`src/rtl/servo_slew_pwm_pkg.sv`:
```
`default_nettype none
// ============================================================================
// servo_pkg: widths, state encoding and shared arm positions for servo_slew_pwm.
// Rev 1.0
// ============================================================================
package servo_pkg;

  localparam int POS_W = 20;
  localparam int CNT_W = 21;

  localparam int unsigned FRAME_LEN_DEFAULT  = 2000000;
  localparam int unsigned BASE_PULSE_DEFAULT = 50000;

  typedef enum logic [1:0] {
    SLEW      = 2'd0,
    SETTLE    = 2'd1,
    AT_TARGET = 2'd2
  } servo_state_e;

  // Arm poses shared with the sequencer, in cycles above the base pulse.
  localparam logic [POS_W-1:0] CLAW_OPEN     = 20'd113274;
  localparam logic [POS_W-1:0] CLAW_CLOSE    = 20'd199218;
  localparam logic [POS_W-1:0] UPPER_PICKUP  = 20'd60000;
  localparam logic [POS_W-1:0] UPPER_DROPOFF = 20'd150000;
  localparam logic [POS_W-1:0] LOWER_PICKUP  = 20'd90000;
  localparam logic [POS_W-1:0] LOWER_DROPOFF = 20'd40000;

  function automatic logic [POS_W-1:0] clamp_pos(input logic [POS_W-1:0] req,
                                                 input logic [POS_W-1:0] lim);
    return (req > lim) ? lim : req;
  endfunction

endpackage
`default_nettype wire

```
`src/rtl/servo_slew_pwm_frame_timer.sv`:
```
`default_nettype none
// ============================================================================
// servo_frame_timer: free-running 0..FRAME_LEN-1 counter with end-of-frame tick.
// Rev 1.0
// ============================================================================
module servo_frame_timer
  import servo_pkg::*;
#(
  parameter int unsigned FRAME_LEN = FRAME_LEN_DEFAULT
) (
  input  logic             CLK,
  input  logic             RST,
  output logic [CNT_W-1:0] count,
  output logic             tick
);

  localparam logic [CNT_W-1:0] c_LAST = CNT_W'(FRAME_LEN - 1);

  logic [CNT_W-1:0] r_count;

  always_ff @(posedge CLK) begin
    if (RST) begin
      r_count <= '0;
    end else if (r_count == c_LAST) begin
      r_count <= '0;
    end else begin
      r_count <= r_count + 1'b1;
    end
  end

  assign count = r_count;
  assign tick  = (r_count == c_LAST);

endmodule
`default_nettype wire

```
`src/rtl/servo_slew_pwm.sv`:
```
`default_nettype none
// ============================================================================
// servo_slew_pwm: per-joint servo PWM driver with target tracking and settle FLAG.
// Rev 1.0 -- define SERVO_SLEW_EN for STEP-limited motion; otherwise POS jumps.
// ============================================================================
module servo_slew_pwm
  import servo_pkg::*;
#(
  parameter int unsigned FRAME_LEN     = FRAME_LEN_DEFAULT,
  parameter int unsigned BASE_PULSE    = BASE_PULSE_DEFAULT,
  parameter int unsigned MAX_POS       = 200000,
  parameter int unsigned STEP          = 4000,
  parameter int unsigned SETTLE_FRAMES = 3,
  parameter int unsigned INIT_POS      = 113274
) (
  input  logic             CLK,
  input  logic             RST,
  input  logic [POS_W-1:0] DESIRED,
  output logic             PWM,
  output logic             FLAG,
  output logic [POS_W-1:0] POS
);

  localparam logic [1:0] c_ST_SLEW      = SLEW;
  localparam logic [1:0] c_ST_SETTLE    = SETTLE;
  localparam logic [1:0] c_ST_AT_TARGET = AT_TARGET;

  localparam int c_WW    = CNT_W + 1;
  localparam int c_SET_W = (SETTLE_FRAMES > 1) ? $clog2(SETTLE_FRAMES) : 1;

  localparam logic [c_SET_W-1:0] c_SETTLE_LAST = c_SET_W'(SETTLE_FRAMES - 1);
  localparam logic [POS_W-1:0]   c_MAX_POS     = POS_W'(MAX_POS);
  localparam logic [POS_W-1:0]   c_INIT_POS    = POS_W'(INIT_POS);
  localparam logic [c_WW-1:0]    c_BASE        = c_WW'(BASE_PULSE);

  if ((SETTLE_FRAMES < 1) || (STEP < 1) || (MAX_POS >= (1 << POS_W)) ||
      (INIT_POS > MAX_POS)) begin : g_param_check
    $error("servo_slew_pwm: illegal parameter set");
  end

  logic [CNT_W-1:0]   w_count;
  logic               w_tick;
  logic [POS_W-1:0]   w_clamp;
  logic               w_capture;
  logic [POS_W-1:0]   w_next_pos;
  logic [c_WW-1:0]    w_width;

  logic [POS_W-1:0]   r_pos;
  logic [POS_W-1:0]   r_target;
  logic [1:0]         r_state;
  logic [c_SET_W-1:0] r_settle;
  logic               r_flag;
  logic               r_pwm;

  servo_frame_timer #(
    .FRAME_LEN (FRAME_LEN)
  ) u_timer (
    .CLK   (CLK),
    .RST   (RST),
    .count (w_count),
    .tick  (w_tick)
  );

  assign w_clamp   = clamp_pos(DESIRED, c_MAX_POS);
  assign w_capture = (w_clamp != r_target);
  assign w_width   = c_BASE + {2'b00, r_pos};

`ifdef SERVO_SLEW_EN
  localparam logic [POS_W-1:0] c_STEP = POS_W'(STEP);

  logic [POS_W:0]   w_diff;
  logic             w_up;
  logic [POS_W-1:0] w_dist;

  // Sign bit of the 21-bit difference gives the direction of travel.
  assign w_diff = {1'b0, r_target} - {1'b0, r_pos};
  assign w_up   = ~w_diff[POS_W];
  assign w_dist = w_up ? w_diff[POS_W-1:0] : (r_pos - r_target);

  always_comb begin
    w_next_pos = r_target;
    if (w_dist > c_STEP) begin
      w_next_pos = w_up ? (r_pos + c_STEP) : (r_pos - c_STEP);
    end
  end
`else
  assign w_next_pos = r_target;
`endif

  // Compare uses the pre-update POS, so a whole frame always sees one width.
  always_ff @(posedge CLK) begin
    if (RST) begin
      r_pwm <= 1'b0;
    end else begin
      r_pwm <= ({1'b0, w_count} < w_width);
    end
  end

  always_ff @(posedge CLK) begin
    if (RST) begin
      r_pos    <= c_INIT_POS;
      r_target <= c_INIT_POS;
      r_state  <= c_ST_SETTLE;
      r_settle <= '0;
      r_flag   <= 1'b0;
    end else if (w_capture) begin
      // A new request pre-empts any tick arriving in the same cycle.
      r_target <= w_clamp;
      r_state  <= c_ST_SLEW;
      r_settle <= '0;
      r_flag   <= 1'b0;
    end else if (w_tick) begin
      case (r_state)
        c_ST_SLEW: begin
          r_pos <= w_next_pos;
          if (w_next_pos == r_target) begin
            r_state  <= c_ST_SETTLE;
            r_settle <= '0;
          end
        end
        c_ST_SETTLE: begin
          if (r_settle == c_SETTLE_LAST) begin
            r_state <= c_ST_AT_TARGET;
            r_flag  <= 1'b1;
          end else begin
            r_settle <= r_settle + 1'b1;
          end
        end
        c_ST_AT_TARGET: begin
          r_state <= c_ST_AT_TARGET;
        end
        default: begin
          r_state  <= c_ST_SETTLE;
          r_settle <= '0;
        end
      endcase
    end
  end

  assign PWM  = r_pwm;
  assign FLAG = r_flag;
  assign POS  = r_pos;

endmodule
`default_nettype wire

```
`config.mk`:
```
export PLATFORM = sky130hd
export DESIGN_NAME = servo_slew_pwm
export DESIGN_NICKNAME = d
export VERILOG_FILES = /design/src/rtl/servo_slew_pwm_pkg.sv /design/src/rtl/servo_slew_pwm_frame_timer.sv /design/src/rtl/servo_slew_pwm.sv
export SDC_FILE = /design/constraint.sdc
export NUM_CORES = 1
export LEC_CHECK = 0
export ABC_AREA = 1
export BUFFER_PORTS_ARGS = -buffer_cell sky130_fd_sc_hd__buf_2
export CAP_MARGIN = 40
export CORE_ASPECT_RATIO = 0.8
export CORE_MARGIN = 1
export CORE_UTILIZATION = 40
export CTS_CLUSTER_SIZE = 20
export DETAILED_ROUTE_END_ITERATION = 10
export PLACE_DENSITY = 0.69
export SYNTH_ARGS = -nofsm -noshare
export SYNTH_HDL_FRONTEND = slang
export SYNTH_SLANG_ARGS = --single-unit
```
`constraint.sdc`:
```
create_clock -name CLK -period 3.4 [get_ports CLK]
set_clock_uncertainty 0.2 [all_clocks]
set_input_delay 0.68 -clock CLK [delete_from_list [all_inputs] [get_ports CLK]]
set_output_delay 0.68 -clock CLK [all_outputs]
set_load 0.01 [all_outputs]
```
# --- Word level (Yosys, flattened, before mapping) ---
# Cells that the tools add are included.
totals:
  elab_cells: 39
  reg_bits: 67
op_classes:
  addsub: 3
  mux: 7
  bitwise: 2
  n_lt_le_gt_ge: 2
  n_reduce_logical: 9
  n_eq_ne: 8
op_table:
  columns: ["op", "count"]
  rows:
  - ["$add A16 B20 Y21 const A", 1]
  - ["$add A21 B1 Y21 const B", 1]
  - ["$eq A21 B21 Y1 const B", 1]
  - ["$lt A21 B21 Y1", 1]
  - ["$gt A20 B18 Y1 const B", 1]
  - ["$mux W20", 1]
  - ["$ne A20 B20 Y1", 1]
  - ["$reduce_and A3 Y1", 3]
  - ["$pmux W2 S2", 2]
  - ["$eq A2 B2 Y1 const B", 2]
  - ["$mux W2", 2]
  - ["$ne A2 B2 Y1 const B", 2]
  - ["$reduce_and A2 Y1", 2]
  - ["$reduce_or A2 Y1", 2]
  - ["$ne A3 B3 Y1 const B", 1]
  - ["$add A2 B1 Y2 const B", 1]
  - ["$eq A2 B1 Y1 const B", 1]
  - ["$logic_not A2 Y1", 1]
  - ["$mux W1", 2]
  - ["$not A1 Y1", 2]
  - ["$reduce_bool A2 Y1", 1]

# --- Depth between registers and ports, before layout ---
logic_depth:
  ltp_word: 5
  depth_mapped: 20
  ltp_nobuf: 18

# --- Hierarchy ---
# A second synthesis with hierarchy kept.
hier_totals:
  cells_unflattened: 604
  area_unflattened_um2: 4106.4
modules_own_cells:
  columns: ["mod", "area_each_um2", "cells_per_inst", "n_inst", "seq_area_each_um2"]
  rows:
  - ["servo_slew_pwm", 2887.8, 433, 1, 920.9]
  - ["servo_frame_timer", 1218.7, 171, 1, 420.4]

# --- Least setup slack after synthesis ---
# Ideal clock, no wire load.
synth_timing:
  kind: "input to register"
  from: "in DESIRED[19]"
  to: "reg r_pos[11] (netlist: POS[11])"
  arrival_ps: 2235
  setup_slack_ps: 831
  path_buffers: 3
  setup_ps: 134
  path_stages: 17
  path_cell_list: "nor2_1 nand2_1 nor2_1 nand2_1 nand2_1 nand2_1 buf_6 buf_8 nand3b_1 nand3_1 nor2_1 nand3_2 nor2_8 nand2_4 buf_6 nand2_1 nand3_1"
synth_via:
  elab_chain_len: 5
synth_lines:
  columns: ["element", "line_no", "source"]
  rows:
  - ["from (decl)", "servo_slew_pwm.sv:18", "input logic [POS_W-1:0] DESIRED,"]
  - ["$gt A20 B18 Y1", "servo_slew_pwm_pkg.sv:30", "return (req > lim) ? lim : req;"]
  - ["$mux W20 *", "servo_slew_pwm_pkg.sv:30", null]
  - ["$ne A20 B20 Y1 *", "servo_slew_pwm.sv:65", "assign w_capture = (w_clamp != r_target);"]
  - ["$not A1 Y1 (no line) *", null, null]
  - ["$reduce_and A3 Y1 (no line) *", null, null]
  - ["to (signal assigned)", "servo_slew_pwm.sv:101", "r_pos <= c_INIT_POS;"]
  - ["to (signal assigned)", "servo_slew_pwm.sv:115", "r_pos <= w_next_pos;"]
  - ["to (decl)", "servo_slew_pwm.sv:48", "logic [POS_W-1:0] r_pos;"]
# Mark *: on every way between the ends. The rest lies on a longest branch, timed or not.
# A chain may end at the register's enable or synchronous reset.

# --- Worst setup path in the final report ---
layout_timing:
  from: "in DESIRED[12]"
  to: "reg r_pos[6] (netlist: POS[6])"
# Same word-level chain as after synthesis.

==> summary.md <==
| Metric | Value |
|---|---|
| Status | finished with violations |
| Failing checks | design-rule violations |
| Total GRT Usage | between 15 and 20% |
| Internal power | roughly 1400 uW |
| Hold Crit Start | r_settle[0]$_SDFFE_PP0P_ |
| Mapped Cells | 536 |
| CTS tree | built |
| Post-DP HPWL | just under 7000 microns |
| Via density per instance | approximately 5.0 |
| Top cell type's share of synthesized area | 35.09% |
| DP Area | 4111 sq um |
| GP Congestion | between 0.8 and 0.9 |
| R2R Path End | PWM$_SDFF_PP0_ |
| Part of the power in the clock network | between 40% and 50% |
| Inserted Clock Buffers | 9 |
| Min cycle time layout | between 2 and 3 ns |
| Starting Density | between 40% and 50% |
| Worst path slowest cell | nor2_8 |
| Clock sinks | 67 |
| Leakage | about 0.0021 uW |
| Critical path's largest stage delay | 0.32 ns |
| CP Buf/Inv Count | 3 |
| Max Transition Viols Final | 0 |
| CP Launch Type | input pin |
| Hold Path Stages | 2 |
| Final instance area | ~4400 sq um |
| Die W | ~110 microns |
| Largest net degree at the start of global routing | 39 |
| Clock Latency Late Sink | roughly 0.33 ns |
| Post-synthesis compound-gate area fraction | about 6.4% |
| Netlist cell types | 38 |
| MaxCap Viol Count | 0 |
| Area grow syn2layout | 15.22% |
| DIE HEIGHT | 89.44 microns |
| Setup TNS | 0 ns |
| Final wirelength | just under 9000 microns |
| Multiplexer share of the synthesized area | less than 1% |
| Max Fclk | 351.6 MHz |
| Worst path cell trace | buf_2 > nor2_1 > nand2_1 > nor2_1 > nand3b_1 > nand2_1 > buf_12 > nand2_1 > nand2_1 > nand2_1 > inv_1 > nand2_1 > nor2_1 > nand3_2 > nor2_8 > nand2_4 > nand2_1 > nand3_1 |
| CP Max Fanout | 38 |
| Sequential share of power | around 45% |
| Crit path required time | 3.40 ns |
| Postcts setup bufs | 0 |
| Util after Layout | 48.11% |
| Vias | 3,474 |
| Layout cells sized above 1 | roughly an eighth |
| YS warnings | 0 |
| Commonest non-fill, non-tap cell in the layout | nand2_1 |
| VDD IR max | ~360 uV |
| Critical Path End | POS[6]$_SDFFE_PP1P_ |
| I/O pin cnt | 44 |
| Final worst setup slack | 0.5557 ns |
| Final hold viol count | 0 |
| Routed Antenna Nets | 0 |
| Sw Share | roughly 23% |
| Worst path top cell family by delay | simple AND/OR/NAND/NOR gates |
| Root Buffer | clkbuf_16 |
| Post_cts resized | 0 |
| Pre-CTS worst setup slack | roughly 0.27 ns |
| Adder-cell share of the synthesized area | ~8.5% |
| Cell area after synthesis | 3822 sq um |
| Buffer depth of the longest clock path | 2 |
| Seq/Total Area, Yosys | a little over a third |
| Worst r2r src | POS[4]$_SDFFE_PP1P_ |
| Pre-antenna DRT Iters | 8 |
| Remaining Overflow, GRT | 0 |
| Slew margin rel. | between 50% and 60% |
| Area contributors post-synth | dfxtp_1 (35%), nand2_1 (12%), ha_1 (8.5%), nand3_1 (7.7%), nor2_1 (6.0%) |
| Worst path depth | 18 |
| Vias in the first global route | about 3,200 |
| Worst-path clk slew | 0.05 ns |
| Period utilization | a little over four fifths |
| Filler cells | ~900 |
| DR iter-0 viols | between 200 and 250 |
| Area share of and/or/nand/nor cells after synthesis | 35.42% |
| CP Capture Type | register |
| Pwr/cell area | 414.6 nW/um^2 |
| Path depth of the worst reg2reg path | 12 |
| Yosys top cell by area | dfxtp_1 |
| # setup viols final | 0 |
| Placement Rows | 31 |
| Crit path from | DESIRED[12] |
| Largest family of logic cells by synthesized area | simple AND/OR/NAND/NOR gates |
| Most frequent cells in the layout | nand2_1 (127), dfxtp_1 (67), nor2_1 (61), inv_1 (60), nand3_1 (59) |
| RSZ-0062 raised after global routing | no |
| Syn_area_per_cell | a little over 7 sq um |
| Post-synthesis register bit count | 67 |
| XOR/XNOR share of the synthesized area | 5.041% |
| Worst slew pin tran | about 0.7 ns |
| IO buf count | 43 |
| Antenna violations before repair | 0 |
| Critical Path Most Common Cell | nand2_1 |
| # diodes | 0 |
| H-tree lvl count | 3 |
| Arr. time, crit path | ~2.8 ns |
| Hold Buf Count CTS | 0 |
| Psw | around 410 uW |
| NumNets Final | approximately 630 |
| Routed length per placed instance | 12.65 microns |
| # DRC | 4 |
| FF+latch area | around 1300 sq um |
| Combinational power share | around 5.7% |
| First-pass GRT wire length | about 15,000 microns |
| Worst reg-to-reg setup slack | 0.58 ns |
| DIE AREA | between 9000 and 10,000 sq um |
| Worst min path class | register to register |
| Setup CP Type | input pin to register |
| Multi-input gate area | between 2000 and 2500 sq um |
| Core area | 9154 sq um |
==> final cells by class <==
type                    count  share of cell area, %
repair buffers             46                  5.682
clock buffers              15                  6.534
multi-input cells         392                  48.49
flip-flops and latches     67                  30.45
clock inverters             1                 0.1136
well taps                 115                  3.267
inverters                  64                  5.455
==> kinds of logic (layout without fill, tap and decap cells) <==
| kind of cell | count (synthesis) | in the layout |
|---|---|---|
| AO/OA/AOI/OAI | 44 | 44 |
| buffers and inverters | 78 | 126 |
| adder cells (fa/ha/maj) | 26 | 26 |
| flip-flops | 67 | 67 |
| other | 1 | 2 |
| AND/OR/NAND/NOR | 297 | 297 |
| multiplexers | 1 | 1 |
| XOR/XNOR | 22 | 22 |
==> metal layers <==
layer	part of all wire (%)	vias to the layer above	wire length [microns]	track usage (%)
met2	41	88	3624	29.89
met3	5.2	10	461	4.881
met4	1.5	0	130	6.880
met1	52	1549	4636	26.94
li1	-	1827	-	-
met5	0	-	0	0
==> synth_stat cells, drive strengths merged <==
cell / count
nand2: 130
dfxtp: 67
inv: 63
nor2: 62
nand3: 60
a21oi: 32
ha: 26
xor2: 17
nand4: 14
buf: 7
clkbuf: 7
nand3b: 7
nor3: 7
nor4: 6
o21ai: 5
xnor2: 5
nor3b: 4
and3: 3
or2: 3
a21o: 2
o21a: 2
clkinv: 1
conb: 1
mux2i: 1
o2111ai: 1
o211ai: 1
o31ai: 1
or3b: 1
==> worst min-delay path, delay by kind of cell, from the launching register on <==
family          cells  cell delay [ns]
simple gates        1             0.08
flops               1             0.31
compound gates      1             0.05
==> worst min path at each step <==
| stage | to | slack [ns] |
|---|---|---|
| 2_1_floorplan | u_timer.count[0]$_SDFF_PP0_ | 0.23 |
| 3_3_place_gp | u_timer.count[0]$_SDFF_PP0_ | 0.25 |
| 3_5_place_dp | u_timer.count[0]$_SDFF_PP0_ | 0.26 |
| 4_1_cts | u_timer.count[0]$_SDFF_PP0_ | 0.28 |
| 5_1_grt | u_timer.count[0]$_SDFF_PP0_ | 0.29 |
| 6_report | r_settle[0]$_SDFFE_PP0P_ | 0.28 |
==> per-stage QoR <==
step | cells | hold slack [ns] | total power (uW)
after floorplan | 537 | 0.2266 | 899.2
after global placement | 684 | 0.2461 | 931.0
after detailed placement | 684 | 0.2553 | 934.0
after CTS | 700 | 0.2768 | 1847
after global routing | 700 | 0.2932 | 1893
final | 700 | 0.2763 | 1826
==> power by group through the flow <==
| stage | sequential (uW) | clock, uW | combinational (uW) |
|---|---|---|---|
| after floorplan | 827 | 0 | 72.1 |
| after global placement | 830 | 0 | 101 |
| after detailed placement | 831 | 0 | 103 |
| after CTS | 814 | 929 | 104 |
| after global routing | 816 | 958 | 119 |
| final | 814 | 907 | 104 |
==> registers in the layout, summed over array words and instances, names as in the netlist <==
name           count
u_timer.count     21
POS               20
r_target          20
r_settle           2
r_state            2
FLAG               1
PWM                1
(Power assumes the default switching activity.)
